===== src/rtl/uart_bus_if.sv =====
// CPU-side memory bus for the UART peripheral.
// One outstanding access; mem_ready completes it.
interface uart_bus_if;
    logic        mem_valid;
    logic        mem_ready;
    logic [31:0] mem_addr;
    logic [31:0] mem_wdata;
    logic [3:0]  mem_wstrb;
    logic [31:0] mem_rdata;

    modport master (
        output mem_valid,
        output mem_addr,
        output mem_wdata,
        output mem_wstrb,
        input  mem_ready,
        input  mem_rdata
    );

    modport slave (
        input  mem_valid,
        input  mem_addr,
        input  mem_wdata,
        input  mem_wstrb,
        output mem_ready,
        output mem_rdata
    );
endinterface


===== src/rtl/uart_controller.sv =====
// Memory-mapped UART peripheral: TX/RX byte FIFOs between
// the CPU bus and a pulse-driven uart core.
module uart_controller #(
    parameter int TX_DEPTH = 16,
    parameter int RX_DEPTH = 16
) (
    input  logic       clk,
    input  logic       reset_n,
    uart_bus_if.slave  bus,
    output logic       tx_trigger,
    output logic [7:0] tx_byte,
    input  logic       received,
    input  logic [7:0] rx_byte,
    input  logic       is_transmitting,
    input  logic       recv_error
);
    localparam int TW = $clog2(TX_DEPTH);
    localparam int RW = $clog2(RX_DEPTH);

    typedef enum logic {B_IDLE, B_RESP} bus_st_t;
    typedef enum logic [2:0] {
        T_IDLE, T_START, T_TRIG, T_WBUSY, T_WDONE
    } tx_st_t;

    bus_st_t bus_st;
    tx_st_t  tx_st;

    logic [7:0] tx_mem [TX_DEPTH];
    logic [7:0] rx_mem [RX_DEPTH];
    logic [TW:0] tx_wp, tx_rp;
    logic [RW:0] rx_wp, rx_rp;
    logic rx_overrun, rx_error;

    logic tx_full, tx_empty, rx_full, rx_empty;
    logic acc, is_wr, is_ctrl;
    logic rd_data, rd_stat, wr_data, wr_ctrl;
    logic tx_push, rx_pop, accept;
    logic rx_push, set_ovr;
    logic [31:0] status, rdata_nxt;

    logic unused_bits;
    assign unused_bits = ^{bus.mem_addr[31:3], bus.mem_addr[1:0],
                           bus.mem_wdata[31:8]};

    // Full when pointers differ only in the wrap bit.
    assign tx_full  = (tx_wp ^ tx_rp) == {1'b1, {TW{1'b0}}};
    assign tx_empty = tx_wp == tx_rp;
    assign rx_full  = (rx_wp ^ rx_rp) == {1'b1, {RW{1'b0}}};
    assign rx_empty = rx_wp == rx_rp;

    assign acc     = (bus_st == B_IDLE) && bus.mem_valid;
    assign is_wr   = |bus.mem_wstrb;
    assign is_ctrl = bus.mem_addr[2];
    assign rd_data = acc && !is_wr && !is_ctrl;
    assign rd_stat = acc && !is_wr && is_ctrl;
    assign wr_data = acc && is_wr && !is_ctrl;
    assign wr_ctrl = acc && is_wr && is_ctrl;

    assign tx_push = wr_data && !tx_full;
    assign rx_pop  = rd_data && !rx_empty;
    assign accept  = acc && !(wr_data && tx_full);

    assign rx_push = received && !recv_error && (!rx_full || rx_pop);
    assign set_ovr = received && !recv_error && rx_full && !rx_pop;

    assign status = {26'd0, is_transmitting, rx_error, rx_overrun,
                     !rx_empty, tx_empty, tx_full};

    always_comb begin
        rdata_nxt = 32'd0;
        unique case (1'b1)
            rd_data: rdata_nxt = rx_empty ? 32'hFFFF_FFFF
                                          : {24'd0, rx_mem[rx_rp[RW-1:0]]};
            rd_stat: rdata_nxt = status;
            default: rdata_nxt = 32'd0;
        endcase
    end

    always_ff @(posedge clk) begin
        if (tx_push)
            tx_mem[tx_wp[TW-1:0]] <= bus.mem_wdata[7:0];
        if (rx_push)
            rx_mem[rx_wp[RW-1:0]] <= rx_byte;
    end

    always_ff @(posedge clk) begin
        if (!reset_n) begin
            bus_st        <= B_IDLE;
            bus.mem_ready <= 1'b0;
            bus.mem_rdata <= 32'd0;
            tx_wp         <= '0;
            rx_rp         <= '0;
        end else begin
            unique case (bus_st)
                B_IDLE: begin
                    if (accept) begin
                        bus_st        <= B_RESP;
                        bus.mem_ready <= 1'b1;
                        bus.mem_rdata <= rdata_nxt;
                    end
                end
                B_RESP: begin
                    bus_st        <= B_IDLE;
                    bus.mem_ready <= 1'b0;
                end
                default: bus_st <= B_IDLE;
            endcase
            if (tx_push)
                tx_wp <= tx_wp + 1'b1;
            if (rx_pop)
                rx_rp <= rx_rp + 1'b1;
        end
    end

    // Sticky flags: a set in the same cycle as a W1C clear wins.
    always_ff @(posedge clk) begin
        if (!reset_n) begin
            rx_wp      <= '0;
            rx_overrun <= 1'b0;
            rx_error   <= 1'b0;
        end else begin
            if (rx_push)
                rx_wp <= rx_wp + 1'b1;
            rx_overrun <= set_ovr ||
                (rx_overrun && !(wr_ctrl && bus.mem_wdata[3]));
            rx_error <= recv_error ||
                (rx_error && !(wr_ctrl && bus.mem_wdata[4]));
        end
    end

    // After reset an in-flight core frame is left to finish:
    // IDLE only leaves once is_transmitting is low.
    always_ff @(posedge clk) begin
        if (!reset_n) begin
            tx_st      <= T_IDLE;
            tx_trigger <= 1'b0;
            tx_byte    <= 8'd0;
            tx_rp      <= '0;
        end else begin
            unique case (tx_st)
                T_IDLE: begin
                    if (!tx_empty && !is_transmitting)
                        tx_st <= T_START;
                end
                T_START: begin
                    tx_byte    <= tx_mem[tx_rp[TW-1:0]];
                    tx_rp      <= tx_rp + 1'b1;
                    tx_trigger <= 1'b1;
                    tx_st      <= T_TRIG;
                end
                T_TRIG: begin
                    tx_trigger <= 1'b0;
                    tx_st      <= T_WBUSY;
                end
                T_WBUSY: begin
                    if (is_transmitting)
                        tx_st <= T_WDONE;
                end
                T_WDONE: begin
                    if (!is_transmitting)
                        tx_st <= T_IDLE;
                end
                default: tx_st <= T_IDLE;
            endcase
        end
    end
endmodule


===== src/flat_wrapper.sv =====
// flat-port wrapper written by rule: the top's interface ports become plain ports
module uart_controller_flat 
#(
    parameter int TX_DEPTH = 16,
    parameter int RX_DEPTH = 16
)
  (clk, reset_n, tx_trigger, tx_byte, received, rx_byte, is_transmitting, recv_error, bus_mem_valid, bus_mem_addr, bus_mem_wdata, bus_mem_wstrb, bus_mem_ready, bus_mem_rdata);
  uart_bus_if bus_i ();
  input  logic clk;
  input  logic reset_n;
  output logic tx_trigger;
  output logic [7:0] tx_byte;
  input  logic received;
  input  logic [7:0] rx_byte;
  input  logic is_transmitting;
  input  logic recv_error;
  input wire logic [$bits(bus_i.mem_valid)-1:0] bus_mem_valid;
  input wire logic [$bits(bus_i.mem_addr)-1:0] bus_mem_addr;
  input wire logic [$bits(bus_i.mem_wdata)-1:0] bus_mem_wdata;
  input wire logic [$bits(bus_i.mem_wstrb)-1:0] bus_mem_wstrb;
  output wire logic [$bits(bus_i.mem_ready)-1:0] bus_mem_ready;
  output wire logic [$bits(bus_i.mem_rdata)-1:0] bus_mem_rdata;
  assign bus_i.mem_valid = bus_mem_valid;
  assign bus_i.mem_addr = bus_mem_addr;
  assign bus_i.mem_wdata = bus_mem_wdata;
  assign bus_i.mem_wstrb = bus_mem_wstrb;
  assign bus_mem_ready = bus_i.mem_ready;
  assign bus_mem_rdata = bus_i.mem_rdata;
  uart_controller #(.TX_DEPTH(TX_DEPTH), .RX_DEPTH(RX_DEPTH)) u_core (.clk(clk), .reset_n(reset_n), .bus(bus_i), .tx_trigger(tx_trigger), .tx_byte(tx_byte), .received(received), .rx_byte(rx_byte), .is_transmitting(is_transmitting), .recv_error(recv_error));
endmodule

===== config.mk =====
export PLATFORM = sky130hd
export DESIGN_NAME = uart_controller_flat
export DESIGN_NICKNAME = d
export VERILOG_FILES = /design/src/rtl/uart_bus_if.sv /design/src/rtl/uart_controller.sv /design/src/flat_wrapper.sv
export SDC_FILE = /design/constraint.sdc
export NUM_CORES = 1
export LEC_CHECK = 0
export ABC_AREA = 1
export BUFFER_PORTS_ARGS = -buffer_cell sky130_fd_sc_hd__buf_2
export CAP_MARGIN = 40
export CORE_MARGIN = 3
export CORE_UTILIZATION = 59
export CTS_BUF_LIST = sky130_fd_sc_hd__clkbuf_2
export CTS_CLUSTER_DIAMETER = 80
export DETAILED_ROUTE_END_ITERATION = 7
export GPL_TIMING_DRIVEN = 0
export HOLD_SLACK_MARGIN = 0.02
export PLACE_DENSITY = 0.79
export SLEW_MARGIN = 10
export SYNTH_ARGS = -nofsm -noshare
export SYNTH_HDL_FRONTEND = slang
export SYNTH_SLANG_ARGS = --single-unit

===== constraint.sdc =====
create_clock -name clk -period 2.9 [get_ports clk]
set_input_delay 0.435 -clock clk [delete_from_list [all_inputs] [get_ports clk]]
set_output_delay 0.435 -clock clk [all_outputs]
set_load 0.01 [all_outputs]

==> results of run 1 <==
[cells in the mapped netlist, drive strengths merged (10+ instances only)]
cell type    n  area [sq um]
a21oi       49         271.5
o21ai      127         635.6
buf         56         377.9
o22ai       22         137.6
clkbuf      24         91.33
ha          10         125.1
nor2       195         767.0
nand3       69         360.4
nand2      178         683.2
edfxtp     256          7687
inv         65         244.0
dfxtp       49         980.9
o211ai      22         165.2
[cell type report]
| type | count | area, sq um | share of cell area |
|---|---|---|---|
| clock inverter | 22 | 137.6 | 0.009527 |
| multi-input combinational | 707 | 3436 | 0.2378 |
| buffer | 80 | 469.2 | 0.03248 |
| sequential | 305 | 8668 | 0.6000 |
| inverter | 68 | 255.2 | 0.01767 |
| antenna | 1 | 2.502 | 0.0001732 |
| timing repair buffer | 94 | 593.1 | 0.04105 |
| tap | 275 | 344.1 | 0.02382 |
| clock buffer | 108 | 540.5 | 0.03742 |
[registers in the layout, indices dropped and copies added (netlist names), 3 cells and up, named ones only]
register / count
u_core.bus.mem_rdata: 9
u_core.rx_mem: 128
u_core.rx_rp: 5
u_core.rx_wp: 5
u_core.tx_byte: 8
u_core.tx_mem: 128
u_core.tx_rp: 5
u_core.tx_st: 3
u_core.tx_wp: 5
[how the worst max path moves through the flow]
| stage | from | end | slack (ns) | cells after the start |
|---|---|---|---|---|
| after floorplan | bus_mem_valid | u_core.rx_mem[12][0]$_DFFE_PP_ | 0.88 | 8 |
| after global routing | u_core.tx_rp[0]$_SDFFE_PN0P_ | u_core.tx_mem[3][1]$_DFFE_PP_ | 0.24 | 11 |
| final | u_core.rx_wp[0]$_SDFFE_PN0P_ | u_core.rx_mem[1][7]$_DFFE_PP_ | 0.36 | 7 |
| after CTS | u_core.tx_rp[0]$_SDFFE_PN0P_ | u_core.tx_mem[3][1]$_DFFE_PP_ | 0.36 | 11 |
| after global placement | bus_mem_valid | u_core.tx_mem[7][0]$_DFFE_PP_ | 0.23 | 7 |
| after detailed placement | bus_mem_wstrb[1] | u_core.rx_mem[10][2]$_DFFE_PP_ | 0.24 | 8 |
[worst max-delay path, cell delays in order, from the launching register on]
cell and delay (ns):
dfxtp_1 0.47, xor2_1 0.20, nor2_2 0.08, nand2_1 0.12, nor2_4 0.06, a21boi_4 0.26, nand2_1 0.22, nor2_1 0.68
[per-stage QoR]
step	power (mW)	utilization	cell area (sq um)
after floorplan	6.047	-	12820
after global placement	6.620	0.6366	13510
after detailed placement	6.670	0.6375	13530
after CTS	9.444	0.6803	14440
after global routing	9.860	0.6808	14450
final	9.455	0.6808	14450
[metal layers]
layer | routed length (microns) | part of all wire | track usage | vias to the layer above
li1 | - | - | - | 4404
met1 | 12530 | 0.38 | 0.3552 | 4460
met2 | 15830 | 0.48 | 0.4511 | 562
met3 | 3265 | 0.10 | 0.06002 | 100
met4 | 1060 | 0.032 | 0.1161 | 0
met5 | 0 | 0 | 0 | -
[cells by family after synthesis]
logic type,after synthesis,synth area share
AOI/OAI and AO/OA,229,0.1005
xor gates and xnor gates,11,0.008099
adders and majority gates,10,0.009757
buffers and inverters,148,0.05649
DFF,305,0.6760
and+or+nand+nor,457,0.1492
[where the power goes]
part	total (mW)	switching [mW]	internal, mW	leakage (nW)
sequential	4.94	0.0884	4.85	2.70
combinational	1.71	1.18	0.529	2.32
clock	2.80	1.71	1.10	0.503
[timing repair]
action                                  in CTS  in global routing
endpoints found under the setup margin       0                  0
hold buffers                                23                  0
gates resized for setup                      0                  0
hold endpoints to repair                   218                  0
setup buffers                                0                  0
==> qor.yml, run 1 <==
setup_path:
  cp-end-kind: "flop"
  worstReg2RegEnd: "u_core.rx_mem[1][7]$_DFFE_PP_"
  worstRegToRegCells: 7
  crit_fanout: 9
  rrSetupSlack_ns: 0.36
  cp.arrival_ns: 2.93
  crit_path_start_kind: "flop"
  cp_data_required_time_ns: 3.28
  critPathKind: "flop to flop"
  r2r-start: "u_core.rx_wp[0]$_SDFFE_PN0P_"
sta:
  finalClockSkew_ns: 0.1115
  period_minus_slack_ns: 2.541
  maxSlewViolCount: 0
  fmax_mhz: 393.5
  slew_headroom: 0.4076
  totalNegativeSetupSlack_ns: 0
  rsz0062_at_grt: "no"
  setup_violations: 0
  hold_violations: 0
  fin_ws_ns: 0.3587
  fin_crit_sh: 0.8763
  timing.hold.ws_ns: 0.1014
  tightest_slew_ns: 0.8853
drt:
  wl_microns: 32680
  num_vias: 9526
  routedWlPerCell_microns: 19.69
  drtIter0Drc: 1165
  dr.pass1.iters: 6
  antenna_left: 0
  vias_per_cell: 5.739
  drc: 0
global_routing:
  grt_use_total: 0.2740
  grt_start_max_net_pins: 26
  grt_pass1_wl_microns: 49980
  grt_overflow_total: 0
  antenna_found_initial: 1
  grt_pass1_vias: 9295
run:
  cap_violations: 0
clocking:
  htree_levels: 3
  clkTransAtPathRegs_ns: 0.10
  cts_tree: "yes"
  numClockSinks: 305
  insertion_delay_ns: 0.87
  root_buffer: "clkbuf_2"
  max-clock-path-buffers: 3
  cts_made_buffers: 75
floorplan:
  dieArea_sq_um: 23540
  core_area_sq_um: 21220
  fp.dieW_microns: 153.4
  initial_core_util: 0.6043
  die_h_microns: 153.4
  io_pins: 124
  fp-row-count: 53
logic_synthesis:
  ys_seq_elements: 305
  ys_async_sr_fraction: 0
  synth_warnings: 0
  synth_area_sq_um: 12820
  synth_cells: 1160
  ys_seq_area_frac: 0.6760
  avgSynthCellArea_sq_um: 11.05
  ys_types: 39
  synth_edf_count: 256
  synth_top_flop_cell: "edfxtp_1"
  synth.net_count: 1252
cells_and_area:
  fin_nets: 1423
  fillers: 1570
  drive_above_1_share: 0.2038
  instances_no_fill: 1660
  final_common_cell: "edfxtp_1"
  area_growth_syn_to_layout_pct: 12.66
  most-common-layout-cells: "256 x edfxtp_1, 189 x nor2_1, 172 x nand2_1"
pwr:
  p_leak_nw: 5.522
  vdd_drop_max_v: 0.0005907
  p_per_area_nw_per_um2: 654.5
placed_design:
  gp_congestion: 0.9176
  dp.cells: 1505
  pre_cts_ws_ns: 0.2408
  numPortBuffers: 68
  hpwl_microns: 21210
hold_path:
  hold_class: "input pin to flop"
  hp-start: "bus_mem_addr[2]"
  min_path_cells: 4
  hold_end: "u_core.tx_wp[1]$_SDFFE_PN0P_"
status:
  status: "finished, final reports clean"
(Power assumes the default switching activity.)
==> run 2, diff against run 1 <==
--- a/config.mk
+++ b/config.mk
@@ -10,7 +10,6 @@
 export CAP_MARGIN = 40
 export CORE_MARGIN = 3
 export CORE_UTILIZATION = 59
-export CTS_BUF_LIST = sky130_fd_sc_hd__clkbuf_2
 export CTS_CLUSTER_DIAMETER = 80
 export DETAILED_ROUTE_END_ITERATION = 7
 export GPL_TIMING_DRIVEN = 0
==> qor.yml, run 2 (synthesized netlist as in run 1, its figures left out) <==
setup_path:
  crit_fanout: 9  # unchanged
  cp_data_required_time_ns: 3.07  # -0.21 ns
  worstReg2RegEnd: "u_core.rx_mem[6][6]$_DFFE_PP_"
  cp.arrival_ns: 2.64  # -0.29 ns
  r2r-start: "u_core.rx_wp[3]$_SDFFE_PN0P_"
  rrSetupSlack_ns: 0.43  # +0.07 ns
  crit_path_start_kind: "flop"
  worstRegToRegCells: 7  # unchanged
  critPathKind: "flop to flop"
  cp-end-kind: "flop"
global_routing:
  grt_use_total: 0.2701  # -0.003828
  antenna_found_initial: 0  # -1
  grt_start_max_net_pins: 26  # unchanged
  grt_pass1_wl_microns: 49520  # -0.91%
  grt_overflow_total: 0  # unchanged
  grt_pass1_vias: 8839  # -4.9%
status:
  status: "finished, final reports clean"
drt:
  num_vias: 9162  # -3.8%
  drc: 0  # unchanged
  wl_microns: 32530  # -0.47%
  wl_met3_microns: 2937  # -10%
  topRoutingLayerUsed: "met4"
  routedWlPerCell_microns: 20.81  # +5.7%
  dr.pass1.iters: 6  # unchanged
  wl_met2_microns: 15750  # -0.51%
  drtIter0Drc: 1254  # +7.6%
  vias_per_cell: 5.862  # +2.1%
  antenna_left: 0  # unchanged
  met1_length_microns: 12780  # +2.0%
sta:
  fmax_mhz: 405.4  # +3.0%
  setup_violations: 0  # unchanged
  fin_ws_ns: 0.4330  # +0.07427 ns
  rsz0062_at_grt: "no"
  totalNegativeSetupSlack_ns: 0  # unchanged
  finalClockSkew_ns: 0.02212  # -0.08942 ns
  period_minus_slack_ns: 2.467  # -0.07427 ns
  slew_headroom: 0.3887  # -0.01892
  maxSlewViolCount: 0  # unchanged
  tightest_slew_ns: 0.9135  # +0.02828 ns
  fin_crit_sh: 0.8507  # -0.02561
  hold_violations: 0  # unchanged
pwr:
  vdd_drop_max_v: 0.0005874  # -0.57%
  power_mw: 10.67  # +13%
  comb_power_share: 0.158  # -0.023
  p_leak_nw: 5.435  # -1.6%
  p_sw_mw: 2.914  # -2.1%
  sw_frac_of_total: 0.2732  # -0.04151
  power.share.clock: 0.378  # +0.082
  p_int_mw: 7.752  # +20%
  p_per_area_nw_per_um2: 731.7  # +12%
  seqPwrFrac: 0.464  # -0.059
placed_design:
  pre_cts_ws_ns: 0.2408  # unchanged
  hpwl_microns: 21210  # unchanged
  gp_congestion: 0.9176  # unchanged
  dp.cells: 1505  # unchanged
  numPortBuffers: 68  # unchanged
floorplan:
  dieArea_sq_um: 23540  # unchanged
  core_area_sq_um: 21220  # unchanged
  initial_core_util: 0.6043  # unchanged
  fp.dieW_microns: 153.4  # unchanged
  fp-row-count: 53  # unchanged
  die_h_microns: 153.4  # unchanged
  io_pins: 124  # unchanged
cells_and_area:
  drive_above_1_share: 0.1685  # -0.03528
  fillers: 1493  # -4.9%
  final_common_cell: "edfxtp_1"
  most-common-layout-cells: "256 x edfxtp_1, 189 x nor2_1, 172 x nand2_1"
  area_growth_syn_to_layout_pct: 13.67
  fin_nets: 1356  # -4.7%
  instances_no_fill: 1563  # -5.8%
  diodes: 0  # -1
clocking:
  insertion_delay_ns: 0.56  # -0.31 ns
  max-clock-path-buffers: 3  # unchanged
  postCtsSetupBuffers: 0  # unchanged
  cts_tree: "yes"
  numClockSinks: 305  # unchanged
  root_buffer: "clkbuf_16"
  hold_buffers: 0  # -100%
  clkTransAtPathRegs_ns: 0.06  # -0.04 ns
  cts_made_buffers: 31  # -59%
  htree_levels: 1  # -2
  post_cts_resized: 0  # unchanged
hold_path:
  hp-start: "recv_error"
  min_path_cells: 3  # -1
  hold_end: "u_core.rx_error$_SDFF_PN0_"
  hold_class: "input pin to flop"
run:
  cap_violations: 0  # unchanged
run 2: cell types whose count changed in the layout (fill, tap and decap cells not counted), sizes merged:
| cell | previous run | this run |
|---|---|---|
| clkbuf | 132 | 59 |
| dlygate4sd3 | 23 | 0 |
| bufinv | 1 | 4 |
| clkinv | 19 | 17 |
| clkinvlp | 4 | 3 |
| diode | 1 | 0 |
run 2: metal layers:
metal  vias up  global-route usage
met5         -                   0
met4         0             0.09420
met3        92             0.04304
met2       507              0.4530
met1      4339              0.3631
li1       4224                   -
run 2: worst max-delay path, stage by stage, from the launching register on:
cell      delay, ns
dfxtp_1        0.45
xor2_1         0.21
nor2_2         0.08
nand2_1        0.11
nor2_4         0.06
a21boi_4       0.25
nand2_1        0.22
nor2_1         0.68
run 2: how the worst max path moves through the flow:
stage | from | end | slack, ns | cells past startpoint
global route | u_core.rx_wp[0]$_SDFFE_PN0P_ | u_core.rx_mem[6][0]$_DFFE_PP_ | 0.30 | 7
detailed placement | bus_mem_wstrb[1] | u_core.rx_mem[10][2]$_DFFE_PP_ | 0.24 | 8
CTS | u_core.rx_wp[3]$_SDFFE_PN0P_ | u_core.rx_mem[10][2]$_DFFE_PP_ | 0.39 | 7
finish | u_core.rx_wp[3]$_SDFFE_PN0P_ | u_core.rx_mem[6][6]$_DFFE_PP_ | 0.43 | 7
floorplan | bus_mem_valid | u_core.rx_mem[12][0]$_DFFE_PP_ | 0.88 | 8
global placement | bus_mem_valid | u_core.tx_mem[7][0]$_DFFE_PP_ | 0.23 | 7
run 2: power groups by stage:
stage,sequential (mW),clock (mW),combinational [mW]
3_3_place_gp,5.03,0,1.59
5_1_grt,4.96,4.25,1.82
6_report,4.95,4.03,1.68
4_1_cts,4.95,4.05,1.65
3_5_place_dp,5.04,0,1.63
2_1_floorplan,5.04,0,1.01
run 2: layout make-up:
cell class / instances / area, sq um / area share
flip-flops and latches: 305 / 8668 / 0.5947
well taps: 275 / 344.1 / 0.02361
clock inverters: 22 / 220.2 / 0.01511
multi-input cells: 707 / 3436 / 0.2357
plain buffers: 80 / 469.2 / 0.03219
repair buffers: 71 / 362.8 / 0.02489
inverters: 68 / 255.2 / 0.01751
clock buffers: 35 / 820.8 / 0.05631
run 2: per-stage QoR:
step           hold WS, ns  cell area, sq um    util
2_1_floorplan       0.4496             12820       -
3_3_place_gp        0.4500             13510  0.6366
3_5_place_dp        0.4603             13530  0.6375
4_1_cts             0.1060             14570  0.6866
5_1_grt             0.1405             14580  0.6869
6_report            0.1222             14580  0.6869
==> run 3, diff against run 2 <==
==> constraint.sdc (replaced) <==
create_clock -name clk -period 2.9 [get_ports clk]
set_input_delay 0.29 -clock clk [delete_from_list [all_inputs] [get_ports clk]]
set_output_delay 0.29 -clock clk [all_outputs]
set_load 0.01 [all_outputs]
==> qor.yml, run 3 (synthesized netlist as in run 1, its figures left out) <==
status:
  status: "finished, final reports clean"
clocking:
  htree_levels: 1  # unchanged
  numClockSinks: 305  # unchanged
  hold_buffers: 1  # +1
  root_buffer: "clkbuf_16"
  max-clock-path-buffers: 3  # unchanged
  cts_made_buffers: 31  # unchanged
  postCtsSetupBuffers: 0  # unchanged
  clkTransAtPathRegs_ns: 0.06  # about the same
  cts_tree: "yes"
  post_cts_resized: 0  # unchanged
  insertion_delay_ns: 0.56  # about the same
pwr:
  p_per_area_nw_per_um2: 733.0  # +0.17%
  seqPwrFrac: 0.463  # about the same
  p_int_mw: 7.753  # about the same
  vdd_drop_max_v: 0.0005891  # +0.29%
  p_sw_mw: 2.939  # +0.85%
  sw_frac_of_total: 0.2749  # +0.001649
  p_leak_nw: 5.439  # about the same
  comb_power_share: 0.158  # about the same
  power.share.clock: 0.379  # about the same
floorplan:
  initial_core_util: 0.6043  # unchanged
  fp-row-count: 53  # unchanged
  core_area_sq_um: 21220  # unchanged
  fp.dieW_microns: 153.4  # unchanged
  io_pins: 124  # unchanged
  dieArea_sq_um: 23540  # unchanged
  die_h_microns: 153.4  # unchanged
drt:
  drtIter0Drc: 1202  # -4.1%
  antenna_left: 0  # unchanged
  drc: 0  # unchanged
  num_vias: 9191  # +0.32%
  dr.pass1.iters: 6  # unchanged
  vias_per_cell: 5.877  # +0.25%
  routedWlPerCell_microns: 20.78  # -0.16%
  wl_microns: 32500  # about the same
global_routing:
  use_met2: 0.4532  # about the same
  grt_use_met1: 0.3631  # unchanged
  grt_use_total: 0.2702  # about the same
  grt_pass1_wl_microns: 49540  # about the same
  grt_overflow_total: 0  # unchanged
  gr-usage-met3: 0.04304  # unchanged
  grt_pass1_vias: 8838  # -0.011%
  grt_start_max_net_pins: 26  # unchanged
  antenna_found_initial: 0  # unchanged
  grt-busiest-layer: "met2"
sta:
  totalNegativeSetupSlack_ns: 0  # unchanged
  fin_crit_sh: 0.8558  # +0.005148
  period_minus_slack_ns: 2.482  # +0.01493 ns
  setup_violations: 0  # unchanged
  hold_violations: 0  # unchanged
  finalClockSkew_ns: 0.02231  # +0.0001868 ns
  slew_headroom: 0.4217  # +0.03293
  timing.hold.ws_ns: 0.06870  # -0.05354 ns
  maxSlewViolCount: 0  # unchanged
  fmax_mhz: 402.9  # -0.60%
  tightest_slew_ns: 0.8643  # -0.04922 ns
  rsz0062_at_grt: "no"
cells_and_area:
  area_growth_syn_to_layout_pct: 13.75  # about the same
  final_common_cell: "edfxtp_1"
  fin_nets: 1357  # +0.074%
  most-common-layout-cells: "256 x edfxtp_1, 189 x nor2_1, 172 x nand2_1"
  instances_no_fill: 1564  # +0.064%
  drive_above_1_share: 0.1683  # about the same
  fillers: 1491  # -0.13%
  diodes: 0  # unchanged
run:
  cap_violations: 0  # unchanged
placed_design:
  numPortBuffers: 68  # unchanged
  dp.cells: 1505  # unchanged
  hpwl_microns: 21210  # unchanged
  gp_congestion: 0.9176  # unchanged
setup_path:
  cp.arrival_ns: 2.65  # about the same
  startpoint: "u_core.rx_wp[3]$_SDFFE_PN0P_"
  crit_slowest_cell: "nor2_1"
  cp_data_required_time_ns: 3.07  # about the same
  cp_cell_sequence: "xor2_1 > nor2_2 > nand2_1 > nor2_4 > a21boi_4 > nand2_1 > nor2_1"
  critPathKind: "flop to flop"
  cpMostUsedCell: "nand2_1"
  cp-end-kind: "flop"
  crit_path_start_kind: "flop"
  slowest_delay_ns: 0.68  # about the same
  crit_fanout: 9  # unchanged
  r2r-start: "u_core.rx_wp[3]$_SDFFE_PN0P_"
hold_path:
  hp-start: "is_transmitting"
  hold_class: "input pin to flop"
[run 3: cell types whose count changed in the layout (fill, tap and decap cells not counted), sizes merged]
cell	previous run	this run
dlygate4sd3	0	1
[run 3: cell type report]
| class | count | area [sq um] | area share |
|---|---|---|---|
| inverters | 68 | 255.2 | 0.01750 |
| clock inverters | 22 | 220.2 | 0.01510 |
| multi-input cells | 707 | 3436 | 0.2355 |
| clock buffers | 35 | 820.8 | 0.05627 |
| plain buffers | 80 | 469.2 | 0.03217 |
| flip-flops and latches | 305 | 8668 | 0.5943 |
| well taps | 275 | 344.1 | 0.02359 |
| repair buffers | 72 | 372.9 | 0.02556 |
[run 3: worst max-delay path, delay by kind of cell (launching register included)]
family | cells | cell delay, ns
AND/OR/NAND/NOR | 5 | 1.15
XOR/XNOR | 1 | 0.22
AO/OA/AOI/OAI | 1 | 0.25
flip-flops | 1 | 0.45
[run 3: per-stage QoR]
stage                       util  instance area (sq um)  setup WS [ns]  power, mW
after floorplan                -                  12820         0.9392      6.047
after global placement    0.6366                  13510         0.2991      6.620
after detailed placement  0.6375                  13530         0.3858      6.670
after CTS                 0.6870                  14580         0.3927      10.65
after global routing      0.6874                  14590         0.2963      11.03
final                     0.6874                  14590         0.4181      10.69
[run 3: power by group through the flow]
stage	Combinational [mW]	Clock, mW	Sequential [mW]
final	1.69	4.05	4.95
after global routing	1.82	4.25	4.96
after CTS	1.65	4.05	4.95
after detailed placement	1.63	0	5.04
after global placement	1.59	0	5.03
after floorplan	1.01	0	5.04
[run 3: worst paths after layout]
| check | to | slack, ns | cells after the start |
|---|---|---|---|
| max | u_core.rx_mem[6][6]$_DFFE_PP_ | 0.42 | 7 |
| min | u_core.tx_st[2]$_SDFFE_PN0P_ | 0.07 | 3 |
| max reg2reg | u_core.rx_mem[6][6]$_DFFE_PP_ | 0.42 | 7 |
| min reg2reg | u_core.tx_trigger$_SDFFE_PN0N_ | 0.46 | 2 |
[run 3: per-layer routing]
metal / vias to the layer above / share of wire
met1: 4362 / 0.39
met3: 93 / 0.093
li1: 4223 / -
met5: - / 0
met2: 513 / 0.48
met4: 0 / 0.033
